**src/rtl/led_gen_pkg.sv**
```systemverilog
// rtl/led_gen_pkg.sv - shared mode codes, direction type and pattern helpers for led_gen
package led_gen_pkg;

  localparam logic [1:0] MODE_RUN    = 2'b00;
  localparam logic [1:0] MODE_BIN    = 2'b01;
  localparam logic [1:0] MODE_ALT    = 2'b10;
  localparam logic [1:0] MODE_KNIGHT = 2'b11;

  // Upper bound on NUM_LEDS; alt_init builds a pattern this wide for the caller to slice.
  localparam int MAX_LEDS = 256;

  typedef enum logic {
    DIR_UP   = 1'b0,
    DIR_DOWN = 1'b1
  } dir_e;

  function automatic logic [MAX_LEDS-1:0] alt_init(input int width);
    logic [MAX_LEDS-1:0] r;
    r = '0;
    for (int i = 0; i < MAX_LEDS; i++) begin
      if ((i < width) && ((i % 2) == 0)) begin
        r[i] = 1'b1;
      end
    end
    return r;
  endfunction

endpackage

```
**src/rtl/led_gen_prescaler.sv**
```systemverilog
// rtl/led_gen_prescaler.sv - enable-gated clock divider producing one tick per STEP_CYCLES
module led_gen_prescaler #(
  parameter int STEP_CYCLES = 10_000_000
) (
  input  logic clk,
  input  logic reset,
  input  logic enable,
  input  logic clear,
  output logic tick
);

  localparam int CW = $clog2(STEP_CYCLES + 1);
  localparam logic [CW-1:0] LAST = CW'(STEP_CYCLES - 1);
  localparam logic [CW-1:0] INC  = CW'(1);

  logic [CW-1:0] cnt_q, cnt_d;
  logic          at_last;

  assign at_last = (cnt_q == LAST);

  always_comb begin
    cnt_d = cnt_q + INC;
    if (!enable || clear || at_last) begin
      cnt_d = '0;
    end
  end

  always_ff @(posedge clk or negedge reset) begin
    if (!reset) begin
      cnt_q <= '0;
    end else begin
      cnt_q <= cnt_d;
    end
  end

  assign tick = enable && !clear && at_last;

endmodule

```
**src/rtl/led_gen.sv**
```systemverilog
// rtl/led_gen.sv - selectable LED animation (run, binary, alternating, Knight Rider)
module led_gen
  import led_gen_pkg::*;
#(
  parameter int NUM_LEDS    = 16,
  parameter int STEP_CYCLES = 10_000_000
) (
  input  logic                clk,
  input  logic                reset,
  input  logic                enable,
  input  logic [1:0]          mode,
  output logic [NUM_LEDS-1:0] leds
);

  localparam logic [MAX_LEDS-1:0] ALT_FULL  = alt_init(NUM_LEDS);
  localparam logic [NUM_LEDS-1:0] ALT_START = ALT_FULL[NUM_LEDS-1:0];
  localparam logic [NUM_LEDS-1:0] ONE_HOT0  = {{(NUM_LEDS-1){1'b0}}, 1'b1};

  logic [1:0]          mode_q;
  logic [NUM_LEDS-1:0] pat_q, pat_d;
  dir_e                dir_q, dir_d;
  logic [NUM_LEDS-1:0] leds_q, leds_d;
  logic                mode_change;
  logic                tick;

  assign mode_change = (mode != mode_q);

  led_gen_prescaler #(
    .STEP_CYCLES(STEP_CYCLES)
  ) u_prescaler (
    .clk    (clk),
    .reset  (reset),
    .enable (enable),
    .clear  (mode_change),
    .tick   (tick)
  );

  always_comb begin
    pat_d = pat_q;
    dir_d = dir_q;
    if (mode_change) begin
      dir_d = DIR_UP;
      case (mode)
        MODE_RUN: pat_d = ONE_HOT0;
        MODE_BIN: pat_d = '0;
        MODE_ALT: pat_d = ALT_START;
        default:  pat_d = ONE_HOT0;
      endcase
    end else if (tick) begin
      case (mode_q)
        MODE_RUN: pat_d = {pat_q[NUM_LEDS-2:0], pat_q[NUM_LEDS-1]};
        MODE_BIN: pat_d = pat_q + ONE_HOT0;
        MODE_ALT: pat_d = ~pat_q;
        default: begin
          // Direction flips as the end bit is entered, so each end shows once per bounce.
          if (dir_q == DIR_UP) begin
            pat_d = pat_q << 1;
            if (pat_q[NUM_LEDS-2]) begin
              dir_d = DIR_DOWN;
            end
          end else begin
            pat_d = pat_q >> 1;
            if (pat_q[1]) begin
              dir_d = DIR_UP;
            end
          end
        end
      endcase
    end
  end

  always_comb begin
    leds_d = '0;
    if (enable) begin
      leds_d = pat_q;
    end
  end

  always_ff @(posedge clk or negedge reset) begin
    if (!reset) begin
      mode_q <= MODE_RUN;
      pat_q  <= ONE_HOT0;
      dir_q  <= DIR_UP;
      leds_q <= '0;
    end else begin
      mode_q <= mode;
      pat_q  <= pat_d;
      dir_q  <= dir_d;
      leds_q <= leds_d;
    end
  end

  assign leds = leds_q;

endmodule

```
**config.mk**
```make
export PLATFORM = sky130hd
export DESIGN_NAME = led_gen
export DESIGN_NICKNAME = d
export VERILOG_FILES = /design/src/rtl/led_gen_pkg.sv /design/src/rtl/led_gen_prescaler.sv /design/src/rtl/led_gen.sv
export SDC_FILE = /design/constraint.sdc
export NUM_CORES = 1
export LEC_CHECK = 0
export BUFFER_PORTS_ARGS = -buffer_cell sky130_fd_sc_hd__buf_2
export CORE_ASPECT_RATIO = 1.1
export CORE_MARGIN = 3
export CORE_UTILIZATION = 55
export CTS_CLUSTER_DIAMETER = 120
export DETAILED_ROUTE_END_ITERATION = 7
export HOLD_SLACK_MARGIN = 0.05
export PLACE_DENSITY = 0.76
export SLEW_MARGIN = 5
export SYNTH_ARGS = -nofsm -noshare
export SYNTH_HDL_FRONTEND = slang
export SYNTH_SLANG_ARGS = --single-unit
```
**constraint.sdc**
```tcl
create_clock -name clk -period 2.1 [get_ports clk]
set_clock_uncertainty 0.15 [all_clocks]
set_input_delay 0 -clock clk [delete_from_list [all_inputs] [get_ports clk]]
set_output_delay 0 -clock clk [all_outputs]
set_load 0.1 [all_outputs]
```
== Yosys cells after proc, flatten, opt, wreduce, memory -nomap -nowiden ==
Cells that the tools add are included.

* Register bits after elaboration: 59
* Latch bits: 0
* Memory bits (writable): 0
* Bits in read-only memories: 0
* Bits of input ports: 5
* Output and inout port bits: 16
* Logic and storage cells: 38
* Memories kept: 0

* Add/sub/neg operators: 2
* Multipliers: 0
* Div/mod/pow operators: 0
* Order comparisons: 0
* Equality and inequality tests: 7
* Shifts and indexed selects: 0
* Muxes and demuxes: 13
* Bitwise operators: 1
* Reductions and logical operators: 10

{| class="wikitable"
|+ Operators with widths
! cell !! count
|-
| 16-bit two-way mux || 4
|-
| 16-bit case mux with 3 select lines || 1
|-
| 15-bit case mux with 2 select lines || 1
|-
| 24-bit by 1-bit adder with 24-bit output, second input constant || 1
|-
| 24-bit equality test, second input constant || 1
|-
| 24-bit two-way mux || 1
|-
| 16-bit by 1-bit adder with 16-bit output, second input constant || 1
|-
| 16-bit inverter || 1
|-
| 1-bit two-way mux || 6
|-
| 2-bit by 1-bit equality test with 1-bit output, second input constant || 2
|-
| 2-bit equality test, second input constant || 2
|-
| 3-bit OR reduction || 1
|-
| 1-bit logical AND || 2
|-
| 1-bit zero test || 2
|-
| 2-bit zero test || 1
|-
| 1-bit logical OR || 2
|-
| 2-bit by 1-bit inequality test with 1-bit output, second input constant || 1
|-
| 2-bit inequality test || 1
|-
| 2-bit AND reduction || 1
|-
| 2-bit nonzero test || 1
|}

== Logic depth before layout (Yosys ltp) ==
* Word-level depth: 6
* Mapped depth: 8
* Gate-level depth less buffers: 7

== Hierarchy ==
A second synthesis with hierarchy kept.

* Cell total of the unflattened synthesis: 416
* Area total of the unflattened synthesis: 3676.0 um2

{| class="wikitable"
|+ Modules (own cells, without submodules)
! module !! instances !! cells each !! area each (um2) !! seq. area each (um2)
|-
| led_gen || 1 || 286 || 2434.8 || 877.1
|-
| led_gen_prescaler || 1 || 130 || 1241.2 || 600.6
|}

== Least setup slack after synthesis ==
OpenSTA, ideal clock, no wires.

* Path type: flip-flop to flip-flop
* From: reg pat_q[0]
* To: reg pat_q[14]
* Library setup time: 0.126 ns
* Arrival time: 1.830 ns
* Required time: 1.824 ns
* Slack: -0.006 ns
* Stages on the path, launching flop included: 8
* Buffers on the path: 1
* Clock period less this slack: 2.106 ns
* Path through: dfstp_2 -> ha_1 -> nand4_1 -> or2_1 -> clkbuf_1 -> o211ai_1 -> a21oi_1 -> o32a_1

* Word-level cells in the longest chain between the ends: 4

{| class="wikitable"
|+ Ends and longest elaborated chain
! what !! line !! text
|-
| from (decl) || led_gen.sv:20 || <nowiki>logic [NUM_LEDS-1:0] pat_q, pat_d;</nowiki>
|-
| from (signal assigned) || led_gen.sv:87 || <nowiki>pat_q <= pat_d;</nowiki>
|-
| 16-bit by 1-bit adder with 16-bit output || led_gen.sv:52 || <nowiki>MODE_BIN: pat_d = pat_q + ONE_HOT0;</nowiki>
|-
| 16-bit case mux with 3 select lines || led_gen.sv:50 || <nowiki>case (mode_q)</nowiki>
|-
| 16-bit two-way mux || led_gen.sv:49 || <nowiki>end else if (tick) begin</nowiki>
|-
| 16-bit two-way mux || led_gen.sv:41 || <nowiki>if (mode_change) begin</nowiki>
|}

No other way between the ends. The select of a mux whose other input is x is not followed.
A chain may end at the register's enable or synchronous reset.

== Final worst setup path ==
* From: reg pat_q[0]
* To: reg pat_q[10]

The elaborated chain is that of the path after synthesis.

==> flow_summary.ini <==
[status]
status = finished clean

[logic_synthesis]
ys_top_cells_by_area = dfrtp_1 (42%), nand2_1 (4.2%), nor2_1 (3.9%)
synthCells = 380
synth_nets = 387
synth_edf_count = 0
ys_warn_count = 0
avgSynthCellArea_um2 = 9.144
ys_async_sr_fraction_pct = 100.0
syn_area_mm2 = 0.003475
synthAdderAreaFrac_pct = 0.7202
synth-seq-area-share_pct = 42.53
synth_top_cell_by_area = dfrtp_1
synth_top_family_by_area = simple AND/OR/NAND/NOR gates
synth_cell_types = 62
synth.most_common_cell = dfrtp_1
synth-seq-cells = 59
yosys.area.top_type_share_pct = 41.77
yosys.area_share.simple_pct = 24.41
muxShareOfSynthArea_pct = 5.438
synth_ff_type = dfrtp_1
synth_compound_area_share_pct = 15.56
yosys-top-cells-count = dfrtp_1 (58), nand2_1 (39), nor2_1 (36)
synth_xor_area_share_pct = 6.266

[critical_path]
required_ps = 2180
ff2ff_setup_slack_ps = 70
crit_buf_inv = 0
reg2reg_to = pat_q[10]$_DFFE_PN0P_
cp_cell_sequence = ha_4 -> nand4_1 -> nor2_2 -> nand4_1 -> a32oi_1 -> nor2_1 -> o32a_1
crit_family = flip-flops
crit_end = pat_q[10]$_DFFE_PN0P_
crit_path_end_kind = flop
cp-start-kind = flop
worst-path-stages = 7
rr_worst_depth = 7
crit_start = pat_q[0]$_DFFE_PN1P_
critPathKind = flop to flop
arrival_ps = 2100
cp_slowest_stage_delay_ps = 580
cp_common_cell = nand4_1
r2r-start = pat_q[0]$_DFFE_PN1P_
critPathMaxFanout = 4
critPathSlowestCell = dfstp_2

[floorplan]
core_area_mm2 = 0.005951
num_rows = 29
start_util_pct = 58.39
die_h_um = 89.36
ios = 21
die_area_mm2 = 0.007308
fp.dieW_um = 81.79

[clock_tree]
htree_levels = 3
clockBufferDepth = 2
clk_pin_slew_ps = 70
clkLatencyLatePin_ps = 350
cts_root_buf = clkbuf_8
cts_buffers = 9
clkSinkCount = 59
tritoncts = done

[placed_design]
place_congestion = 0.9668
hpwlAfterDp_um = 5745
pre_cts_ws_ps = 22.08
io_buffers = 20

[timing]
hold_violations = 0
min_period_ps = 2027
setup_viol = 0
fmax_ghz = 0.4932
worst_slack_ps = 72.51
rsz0062_at_grt = yes
max-slew-margin-rel_pct = 57.05
fin_tns_setup_ps = 0
fin_crit_sh_pct = 96.55
drv_slew = 0
tightest_slew_ps = 644.3

[grt]
grt_usage_pct = 25.17
grt_max_degree = 37
grt_overflow_total = 0
grt_antenna_before_repair = 0
first_global_vias = 2808
grt_pass1_wl_um = 13920

[pwr]
seq_power_share_pct = 44.3
clkPwrFrac_pct = 39.8
p_int_mw = 1.964
power.leakage_nw = 1.749
vdd_drop_max_mv = 0.4605
total_power_mw = 2.750
p_switching_mw = 0.7860
power.share.switching_pct = 28.58
combPwrFrac_pct = 16.0
power_density_mw_per_mm2 = 650.2

[final_layout]
area_growth_pct = 21.75
fin_util_pct = 71.09
layout-drive-gt1-share_pct = 25.00
n_antenna_cell = 0
num-nets-final = 434

[route]
wl_per_cell_um = 16.75
drt-pass1-iter-count = 5
drt-total-wl_um = 8528
via_per_inst = 6.022
drc_errors = 0
antenna_left = 0
first_iter_violations = 199
vias = 3065

[worst_hold_path]
hp-class = input port to async pin

[flow_run]
drv_cap = 0
## power by group through the flow
stage,sequential [mW],clock (mW),combinational [mW]
after floorplan,1.31,0,0.203
after global placement,1.23,0,0.417
after detailed placement,1.23,0,0.422
after CTS,1.21,1.12,0.429
after global routing,1.22,1.17,0.476
final,1.22,1.09,0.439
## state kept, by name (all words and copies together) (netlist names)
name and count:
dir_q 1, leds 16, pat_q 16, mode_q 2, u_prescaler.cnt_q 24
## area by class of cell
class	count	area (um2)
multi-input cells	281	1908
fillers	462	1720
flip-flops and latches	59	1478
repair buffers	64	490.5
clock buffers	12	165.2
well taps	77	96.34
clock inverters	4	47.55
inverters	12	45.04
## placed cells by master, fill, tap and decap left out, types with 4 or more instances in the layout
cell type	instances
a21oi_1	13
a31oi_1	4
a32oi_1	5
and2_1	18
buf_12	4
buf_2	20
buf_4	36
clkbuf_8	12
dfrtp_1	58
dlygate4sd3_1	4
inv_1	12
mux2i_1	11
nand2_1	39
nand3_1	17
nand4_1	14
nor2_1	35
nor3_1	5
o211ai_1	6
o21ai_0	18
o22ai_1	5
xnor2_1	11
xor2_1	12
## metrics by stage
| stage | instance area [um2] | instances | hold slack, ps |
|---|---|---|---|
| 2_1_floorplan | 3477 | 380 | -445.6 |
| 3_3_place_gp | 3877 | 487 | -98.27 |
| 3_5_place_dp | 3877 | 487 | -89.48 |
| 4_1_cts | 4130 | 507 | 72.98 |
| 5_1_grt | 4230 | 509 | 114.4 |
| 6_report | 4230 | 509 | 58.31 |
## routing by layer
metal  GRT usage, %  share of wire [%]
met4          9.215                1.6
met5              0                  0
met1          36.39                 46
met3          5.645                5.3
met2          36.88                 47
## how the worst min path moves through the flow
| stage | to | slack [ps] | cells after the start |
|---|---|---|---|
| 3_5_place_dp | u_prescaler.cnt_q[2]$_DFF_PN0_ | -90 | 1 |
| 3_3_place_gp | u_prescaler.cnt_q[3]$_DFF_PN0_ | -100 | 1 |
| 5_1_grt | u_prescaler.cnt_q[4]$_DFF_PN0_ | 110 | 2 |
| 4_1_cts | u_prescaler.cnt_q[8]$_DFF_PN0_ | 70 | 2 |
| 2_1_floorplan | dir_q$_DFFE_PN0P_ | -450 | 0 |
| 6_report | u_prescaler.cnt_q[8]$_DFF_PN0_ | 60 | 2 |
## logic make-up after synthesis
logic type               Yosys count
AO/OA/AOI/OAI                     80
XOR/XNOR                          24
adder cells (fa/ha/maj)            2
buffers and inverters             40
flip-flops                        59
multiplexers                      16
AND/OR/NAND/NOR                  159
## repair_timing
action / in CTS / in global routing
setup endpoints to repair: 0 / 10
hold buffers: 4 / 0
setup buffers: 0 / 2
hold endpoints to repair: 80 / 0
gates resized for setup: 0 / 17
Note: power is estimated with default switching activity, not from simulation.
